===== src/rtl/keypad_pkg.sv =====
// Shared types and helpers for the key-matrix scanner.
package keypad_pkg;

  // Wide enough for any practical matrix; the top truncates to its own KW.
  localparam int unsigned KEY_CODE_W = 16;

  typedef enum logic [1:0] {
    DRIVE,
    SAMPLE,
    EMIT,
    ADVANCE
  } scan_state_t;

  typedef struct packed {
    logic [KEY_CODE_W-1:0] code;
    logic                  pressed;
  } key_event_t;

  // Key index within the matrix: row-major, columns fastest.
  function automatic int unsigned idx(input int unsigned row,
                                      input int unsigned col,
                                      input int unsigned n_col);
    return row * n_col + col;
  endfunction

endpackage


===== src/rtl/key_debounce_cell.sv =====
// One key's debounce state: a disagreement counter plus the stable level.
module key_debounce_cell #(
  parameter int unsigned DEBOUNCE_SCANS = 4
) (
  input  logic aclk,
  input  logic aresetn,
  input  logic sample_en,
  input  logic sample_bit,
  input  logic commit,
  output logic change,
  output logic stable
);

  localparam int unsigned CW = (DEBOUNCE_SCANS > 1) ? $clog2(DEBOUNCE_SCANS) : 1;

  logic [CW-1:0] cnt_q;
  logic          disagree;
  logic          at_limit;

  assign disagree = sample_bit ^ stable;
  assign at_limit = (cnt_q == CW'(DEBOUNCE_SCANS - 1));
  assign change   = sample_en & disagree & at_limit;

  // Counter restarts on any agreeing sample or when the threshold is reached;
  // the stable level only flips when the emitter commits the change.
  always_ff @(posedge aclk or negedge aresetn) begin
    if (!aresetn) begin
      cnt_q  <= '0;
      stable <= 1'b0;
    end else begin
      if (sample_en) begin
        cnt_q <= (disagree && !at_limit) ? cnt_q + 1'b1 : '0;
      end
      if (commit) begin
        stable <= ~stable;
      end
    end
  end

endmodule


===== src/rtl/keypad_matrix_scanner.sv =====
// Column-scanned key matrix with per-key debounce, toggle vector and event stream.
module keypad_matrix_scanner
  import keypad_pkg::*;
#(
  parameter  int unsigned N_COL          = 3,
  parameter  int unsigned N_ROW          = 4,
  parameter  int unsigned SCAN_DIV       = 1000,
  parameter  int unsigned DEBOUNCE_SCANS = 4,
  parameter  bit          ACTIVE_LOW     = 1'b1,
  localparam int unsigned N_KEY          = N_COL * N_ROW,
  localparam int unsigned KW             = $clog2(N_KEY)
) (
  input  logic             aclk,
  input  logic             aresetn,
  output logic [N_COL-1:0] O_BUTTON_COL,
  input  logic [N_ROW-1:0] I_BUTTON_ROW,
  input  logic             i_save_clear,
  output logic [N_KEY-1:0] o_key_push,
  output logic [N_KEY-1:0] o_key_save,
  output logic             o_key_valid,
  output logic [KW-1:0]    o_key_code,
  output logic             o_key_pressed
);

  localparam int unsigned CIW = (N_COL > 1) ? $clog2(N_COL) : 1;
  localparam int unsigned RW  = (N_ROW > 1) ? $clog2(N_ROW) : 1;
  localparam int unsigned SW  = $clog2(SCAN_DIV);
  // SAMPLE, N_ROW EMIT cycles and ADVANCE fill the tail of each slot, so the
  // whole slot stays exactly SCAN_DIV cycles; DRIVE gets the remainder (>= 2,
  // which covers the 2-FF synchroniser latency).
  localparam int unsigned SAMPLE_AT = SCAN_DIV - N_ROW - 2;
  localparam logic [N_ROW-1:0] ROW_IDLE = ACTIVE_LOW ? '1 : '0;

  scan_state_t    state_q, state_d;
  logic [SW-1:0]  slot_q, slot_d;
  logic [RW-1:0]  row_ptr_q, row_ptr_d;
  logic [CIW-1:0] col_idx_q, col_idx_d;
  logic           started_q;

  logic [N_ROW-1:0] sync1_q, sync2_q, row_pressed;
  logic [N_ROW-1:0] change_mask_q, level_mask_q, col_change;
  logic [N_KEY-1:0] change_vec, commit_vec, key_stable, save_q;
  logic [N_COL-1:0] col_onehot;
  logic             sample_phase, emit_fire, emit_level, ev_valid_q;
  key_event_t       ev_q, ev_d;

  assign sample_phase = (state_q == SAMPLE);
  assign row_pressed  = ACTIVE_LOW ? ~sync2_q : sync2_q;
  assign emit_level   = level_mask_q[row_ptr_q];

  assign o_key_push    = key_stable;
  assign o_key_save    = save_q;
  assign o_key_valid   = ev_valid_q;
  assign o_key_code    = KW'(ev_q.code);
  assign o_key_pressed = ev_q.pressed;

  // Column drive; held inactive until the first cycle after reset so every
  // slot, including the first, shows its column for the full SCAN_DIV cycles.
  always_comb begin
    col_onehot = '0;
    if (started_q) col_onehot[col_idx_q] = 1'b1;
    O_BUTTON_COL = ACTIVE_LOW ? ~col_onehot : col_onehot;
  end

  // Two-stage synchroniser on the raw row pins.
  always_ff @(posedge aclk or negedge aresetn) begin
    if (!aresetn) begin
      sync1_q <= ROW_IDLE;
      sync2_q <= ROW_IDLE;
    end else begin
      sync1_q <= I_BUTTON_ROW;
      sync2_q <= sync1_q;
    end
  end

  // Debounce cells, one per key; keys of a row are contiguous in the index space.
  for (genvar r = 0; r < N_ROW; r++) begin : g_row
    for (genvar c = 0; c < N_COL; c++) begin : g_col
      localparam int unsigned K = idx(r, c, N_COL);
      assign commit_vec[K] = emit_fire && (row_ptr_q == RW'(r)) && (col_idx_q == CIW'(c));
      key_debounce_cell #(.DEBOUNCE_SCANS(DEBOUNCE_SCANS)) u_cell (
        .aclk      (aclk),
        .aresetn   (aresetn),
        .sample_en (sample_phase && (col_idx_q == CIW'(c))),
        .sample_bit(row_pressed[r]),
        .commit    (commit_vec[K]),
        .change    (change_vec[K]),
        .stable    (key_stable[K])
      );
    end
    assign col_change[r] = |change_vec[idx(r, 0, N_COL) +: N_COL];
  end

  // Scan FSM state register.
  always_ff @(posedge aclk or negedge aresetn) begin
    if (!aresetn) begin
      state_q   <= DRIVE;
      slot_q    <= '0;
      row_ptr_q <= '0;
      col_idx_q <= '0;
      started_q <= 1'b0;
    end else begin
      state_q   <= state_d;
      slot_q    <= slot_d;
      row_ptr_q <= row_ptr_d;
      col_idx_q <= col_idx_d;
      started_q <= 1'b1;
    end
  end

  // Scan FSM next state and event selection.
  always_comb begin
    state_d   = state_q;
    slot_d    = slot_q;
    row_ptr_d = row_ptr_q;
    col_idx_d = col_idx_q;
    emit_fire = 1'b0;
    ev_d.code    = KEY_CODE_W'(idx(32'(row_ptr_q), 32'(col_idx_q), N_COL));
    ev_d.pressed = emit_level;
    case (state_q)
      DRIVE: begin
        if (started_q) begin
          slot_d = slot_q + 1'b1;
          if (slot_q == SW'(SAMPLE_AT - 1)) state_d = SAMPLE;
        end
      end
      SAMPLE: begin
        row_ptr_d = '0;
        state_d   = EMIT;
      end
      EMIT: begin
        emit_fire = change_mask_q[row_ptr_q];
        if (row_ptr_q == RW'(N_ROW - 1)) state_d = ADVANCE;
        else row_ptr_d = row_ptr_q + 1'b1;
      end
      ADVANCE: begin
        slot_d    = '0;
        col_idx_d = (col_idx_q == CIW'(N_COL - 1)) ? '0 : col_idx_q + 1'b1;
        state_d   = DRIVE;
      end
      default: state_d = DRIVE;
    endcase
  end

  // Change capture, event output and save-toggle registers.
  always_ff @(posedge aclk or negedge aresetn) begin
    if (!aresetn) begin
      change_mask_q <= '0;
      level_mask_q  <= '0;
      ev_valid_q    <= 1'b0;
      ev_q          <= '0;
      save_q        <= '0;
    end else begin
      if (sample_phase) begin
        change_mask_q <= col_change;
        level_mask_q  <= row_pressed;
      end
      ev_valid_q <= emit_fire;
      if (emit_fire) ev_q <= ev_d;
      save_q <= i_save_clear ? '0 : save_q ^ (commit_vec & {N_KEY{emit_level}});
    end
  end

endmodule

===== config.mk =====
export PLATFORM = sky130hd
export DESIGN_NAME = keypad_matrix_scanner
export DESIGN_NICKNAME = d
export VERILOG_FILES = /design/src/rtl/keypad_pkg.sv /design/src/rtl/key_debounce_cell.sv /design/src/rtl/keypad_matrix_scanner.sv
export SDC_FILE = /design/constraint.sdc
export NUM_CORES = 1
export LEC_CHECK = 0
export CAP_MARGIN = 20
export CORE_MARGIN = 1
export CORE_UTILIZATION = 25
export CTS_CLUSTER_DIAMETER = 50
export DETAILED_ROUTE_END_ITERATION = 8
export GPL_TIMING_DRIVEN = 1
export REMOVE_ABC_BUFFERS = 1
export SYNTH_ARGS = -nofsm -noshare
export SYNTH_HDL_FRONTEND = slang
export SYNTH_SLANG_ARGS = --single-unit

===== constraint.sdc =====
create_clock -name aclk -period 3 [get_ports aclk]
set_input_delay 0.9 -clock aclk [delete_from_list [all_inputs] [get_ports aclk]]
set_output_delay 0.9 -clock aclk [all_outputs]
set_load 0.01 [all_outputs]

# After elaboration in Yosys (flattened, before gate mapping)
# Cells that the tools add are included.
# totals
ff_bits,87
latch_bits,0
ram_bits,0
romBits,0
output_inout_bits,33
memories,0
# op_classes
addsub,16
n_mul,1
n_div,0
magnitude_cmp,3
n_eq_ne,25
shifts,0
muxes,30
n_bitwise,52
n_reduce_logical,56
# op_table
cell,n
$eq A2 B2 Y1 const B,17
$mux W2,17
$logic_and A1 B1 Y1,32
$add A2 B1 Y2 const B,14
$and A1 B1 Y1,24
$pmux W10 S2,1
$and A12 B12 Y12,1
$logic_not A1 Y1,12
$mux W12,1
$not A1 Y1,12
$reduce_or A3 Y1,4
$xor A1 B1 Y1,12
$xor A12 B12 Y12,1
$add A10 B1 Y10 const B,1
$eq A10 B10 Y1 const B,1
$mux W10,1
$ne A2 B2 Y1 const B,4
$pmux W2 S4,1
$eq A2 B1 Y1 const B,3
$logic_not A2 Y1,3
$lt A2 B3 Y1 const B,2
$add A4 B2 Y4,1
$bmux W1 S2,2
$mul A2 B2 Y4 const B,1
10 further kinds,15

# Depth between registers and ports, before layout
# depth
ltp_word,8
depth_mapped,7
ltp_nobuf,6

# Hierarchy
# A second synthesis with hierarchy kept.
# unflattened
hier_cells,400
area_unflattened_um2,4286.6
# modules_own_cells
module,n_inst,cells_each,area_per_inst_um2,seq_area_each_um2
keypad_matrix_scanner,1,244,2484.9,1286.2
key_debounce_cell,12,13,150.1,75.1

# Least setup slack after synthesis
# Ideal clock, no wire load.
# synth_timing
kind,register to register
from,reg row_ptr_q[0]
to,reg ev_q (netlist bit o_key_code[2])
arrival_time_ns,1.844
path_slack_ns,1.032
stages_incl_launch_ff,5
n_path_buf,0
synth_period_minus_slack_ns,1.968
cell_sequence,dfrtp_1 > fa_1 > ha_1 > fa_1 > mux2_2
# synth_rtl
item,line,rtl
from (decl),keypad_matrix_scanner.sv:36,"logic [RW-1:0] row_ptr_q, row_ptr_d;"
from (signal assigned),keypad_matrix_scanner.sv:105,row_ptr_q <= row_ptr_d;
to (signal assigned),keypad_matrix_scanner.sv:159,if (emit_fire) ev_q <= ev_d;
to (decl),keypad_matrix_scanner.sv:45,"key_event_t ev_q, ev_d;"

# Final worst setup path
# layout_timing
from,reg col_idx_q[0]
to,out O_BUTTON_COL[1]
# layout_via
elab_chain_len,6
elab_cells_between_ends,7
cone_classes,2 x order compare; 3 x mux; 1 x bitwise; 1 x reduce/logical
# layout_rtl
item,line,rtl
from (decl),keypad_matrix_scanner.sv:37,"logic [CIW-1:0] col_idx_q, col_idx_d;"
from (signal assigned),keypad_matrix_scanner.sv:106,col_idx_q <= col_idx_d;
$lt A2 B3 Y1 (not written as such) or $ge A2 B1 Y1 (tied branches),keypad_matrix_scanner.sv:61,if (started_q) col_onehot[col_idx_q] = 1'b1;
$logic_and A1 B1 Y1 (not written as such),keypad_matrix_scanner.sv:61,
$mux W1 (not written as such),keypad_matrix_scanner.sv:61,
$demux W1 S2 (*),keypad_matrix_scanner.sv:61,
$mux W3 (*),keypad_matrix_scanner.sv:61,
$not A3 Y3 (*),keypad_matrix_scanner.sv:62,O_BUTTON_COL = ACTIVE_LOW ? ~col_onehot : col_onehot;
to (decl),keypad_matrix_scanner.sv:15,"output logic [N_COL-1:0] O_BUTTON_COL,"
# Every way passes the cells marked *; elsewhere a longest branch is shown, timed or not.

==> impl_results.md <==
* Run status: completed
* Post-CTS setup repair buffer count at 0
* CTS sink cnt at slightly below 90
* Final Hold Fails at 0
* Adder-cell area share of the yosys netlist at 0.0832
* Post-Synthesis Cells at between 300 and 400
* Synthesis Warnings at 0
* IO buf count at 39
* Initial core utilization at 0.256
* Vias in the first global route at slightly above 3,000
* Main combinational cell family by area after synthesis: simple AND/OR/NAND/NOR gates
* RSZ-0062 raised after global routing: false
* Post-place setup slack at approximately 0.89 ns
* CTS Hold Buffers Added at 0
* Post-synth EDFFs at 0
* CTS H-tree depth at 3
* CTS max path bufs at 2
* Fraction of registers with async set/reset at 1.00
* Register area at 0.00219 mm2
* CTS root buf: clkbuf_16
* Worst-Margin Slew at ~0.56 ns
* First-pass GRT wire length at 15,400 um
* Die height at 132 um
* Cell area after synthesis at ~0.0042 mm2
* Worst setup path startpoint: col_idx_q[0]
* Crit-path cells: nor2b_1 > nand2_1 > clkdlybuf4s50_1
* Post-DR vias/cell at 4.58
* Mux contribution to synthesized area at 0.0472
* Leakage at about 0.0022 uW
* Element type at the critical path end: primary output
* Clk slew on worst S/H paths at about 0.060 ns
* Via count at between 2,000 and 3,000
* Post-route design area at roughly 0.0051 mm2
* Final std cells w/o fill at roughly 640
* DPL Wire Length at around 6700 um
* Placed Area at roughly 0.0048 mm2
* Die width at about 130 um
* Final WS setup at 0.520 ns
* Minimum clock period at 2.48 ns
* Num ports at 40
* Antenna viol nets, final at 0
* Antenna Cells at 0
* Area occupied by multi-input gates at ~0.0019 mm2
* Arrival time at the worst endpoint at 1.58 ns
* Nets at roughly 450
* Dpl cells at 623
* Initial antenna violation count at 0
* Post-synthesis xor/xnor area fraction at 0.0599
* Flops & latches, synth at 87
* Tot GR Track Use at 0.112
* # setup viols final at 0
* Ys flop type: dfrtp_1
* Synth unique cells at between 40 and 50
* Compound-Gate Fraction of Synth Area at 0.0953
* Commonest cells after routing, fill and taps aside: 79 x dfrtp_1, 38 x clkdlybuf4s50_1, 28 x nand2_1
* End point of the critical path: O_BUTTON_COL[1]
* Worst r2r dst: o_key_code[2]
* Max cap viols at 0
* Most common cell after layout, fill and taps aside: dfrtp_1
* Post-synthesis simple-gate area fraction at 0.151
* Ratio of cells with drive above 1 in the final layout at 0.110
* Crit-path max cell delay at 0.48 ns
* Layout area overhead at 20.1%
* Crit Path Max Fanout at 7
* Row cnt at between 40 and 50
* Setup tns final at 0 ns
* CTS tree: done
* RePlAce Congestion at 0.727
* R2r worst-path depth at 4
* RR Startpoint: row_ptr_q[1]
* Setup skew after layout at 0.00910 ns
* Starting DRT DRC Count at around 90
* Max Clk Rate at approximately 400 MHz
* # fillers at between 1,500 and 2,000
* Internal reg-to-reg setup slack at ~0.94 ns
* Max-slew violations at 0
* Post_cts resized at 0
* Max IR drop VDD at approximately 0.26 mV
* DIE AREA at 0.0175 mm2
* Path type of the worst min-delay path: flop to flop
* Global route total overflow at 0
* Post-Route WL at between 9000 and 10,000 um
* Pwr dens at slightly below 500 mW/mm2
* Routed WL per cell at 14.5 um
* Clock Latency Late Sink at 0.34 ns
* TritonCTS Buffers at 9
* Critical path type: flop to primary output
* Drt drc at 0
* Power, Total at approximately 2500 uW
* Slowest CP cell: clkdlybuf4s50_1
* Core area at around 0.017 mm2
* Detailed Routing Iterations Pass 1 at 4
* Critical Path RT at 2.10 ns
* Slew headroom at 0.626
* Pin count of the biggest net entering global routing at 47
* Period utilisation layout at 0.827
* Post-synthesis sequential area ratio at 0.516
* Crit path launch type: flop
* Syn Area/Cell at about 11 um2
-- layout make-up --
type	instances	share of cell area
sequential	87	0.430
multi-input combinational	260	0.364
timing repair buffer	45	0.0875
tap	220	0.0541
clock buffer	12	0.0504
inverter	11	0.00811
clock inverter	4	0.00590
-- critical path, delay by kind of cell (launching register included) --
kind                   cells  cell delay, ns
AND/OR/NAND/NOR            2            0.31
buffers and inverters      1            0.48
flip-flops                 1            0.46
-- cell usage after synthesis, types with 3 or more instances --
master    number  area share
a21o_1         9       0.016
a21oi_1       22       0.026
a22o_1         3      0.0062
buf_4         12       0.021
clkbuf_1       7      0.0062
dfrtp_1       79        0.47
dfstp_2        8       0.050
ha_1          25       0.074
inv_1         11      0.0097
mux2_2        12       0.032
nand2_1       28       0.025
nand3_1       17       0.020
nand3b_1       8       0.014
nand4_1        9       0.013
nor2_1        18       0.016
nor2b_1        3      0.0044
nor4b_1        7       0.014
o21ai_0       27       0.032
or3_1         16       0.024
xnor2_1       20       0.041
xor2_1         9       0.019
-- how the worst min path moves through the flow --
stage               startpoint          to  slack, ns  cells after the start
finish              sync1_q[1]  sync2_q[1]       0.36                      0
global route        sync1_q[0]  sync2_q[0]       0.36                      0
global placement    sync1_q[2]  sync2_q[2]       0.35                      0
floorplan           sync1_q[0]  sync2_q[0]       0.35                      0
detailed placement  sync1_q[1]  sync2_q[1]       0.35                      0
CTS                 sync1_q[1]  sync2_q[1]       0.36                      0
-- per-layer routing --
metal | vias up | part of all wire | global-route usage
li1 | 1403 | - | -
met1 | 1447 | 0.47 | 0.147
met2 | 62 | 0.47 | 0.178
met3 | 15 | 0.028 | 0.0173
met4 | 0 | 0.026 | 0.0626
met5 | - | 0 | 0
-- power breakdown --
part	internal, uW	total, uW	switching, uW
Combinational	59.0	128	68.8
Sequential	1220	1280	54.5
Clock	606	1050	445
-- kinds of logic (layout without fill, tap and decap cells) --
family	Yosys count	count (layout)
AO/OA/AOI/OAI	69	69
XOR/XNOR	29	29
adder cells (fa/ha/maj)	27	27
buffers and inverters	35	72
flip-flops	87	87
multiplexers	16	16
other	1	1
AND/OR/NAND/NOR	118	118
-- flip-flops by register name (all words and copies together) (netlist names), 10 cells and up --
signal / flops
g_row.g_col.u_cell.cnt_q: 24
g_row.g_col.u_cell.stable: 12
o_key_save: 12
slot_q: 10
-- through the flow --
step / hold slack, ns / utilization
3_3_place_gp: 0.347 / 0.290
6_report: 0.356 / 0.307
3_5_place_dp: 0.348 / 0.290
5_1_grt: 0.364 / 0.307
4_1_cts: 0.356 / 0.307
2_1_floorplan: 0.345 / -
(Power assumes the default switching activity.)
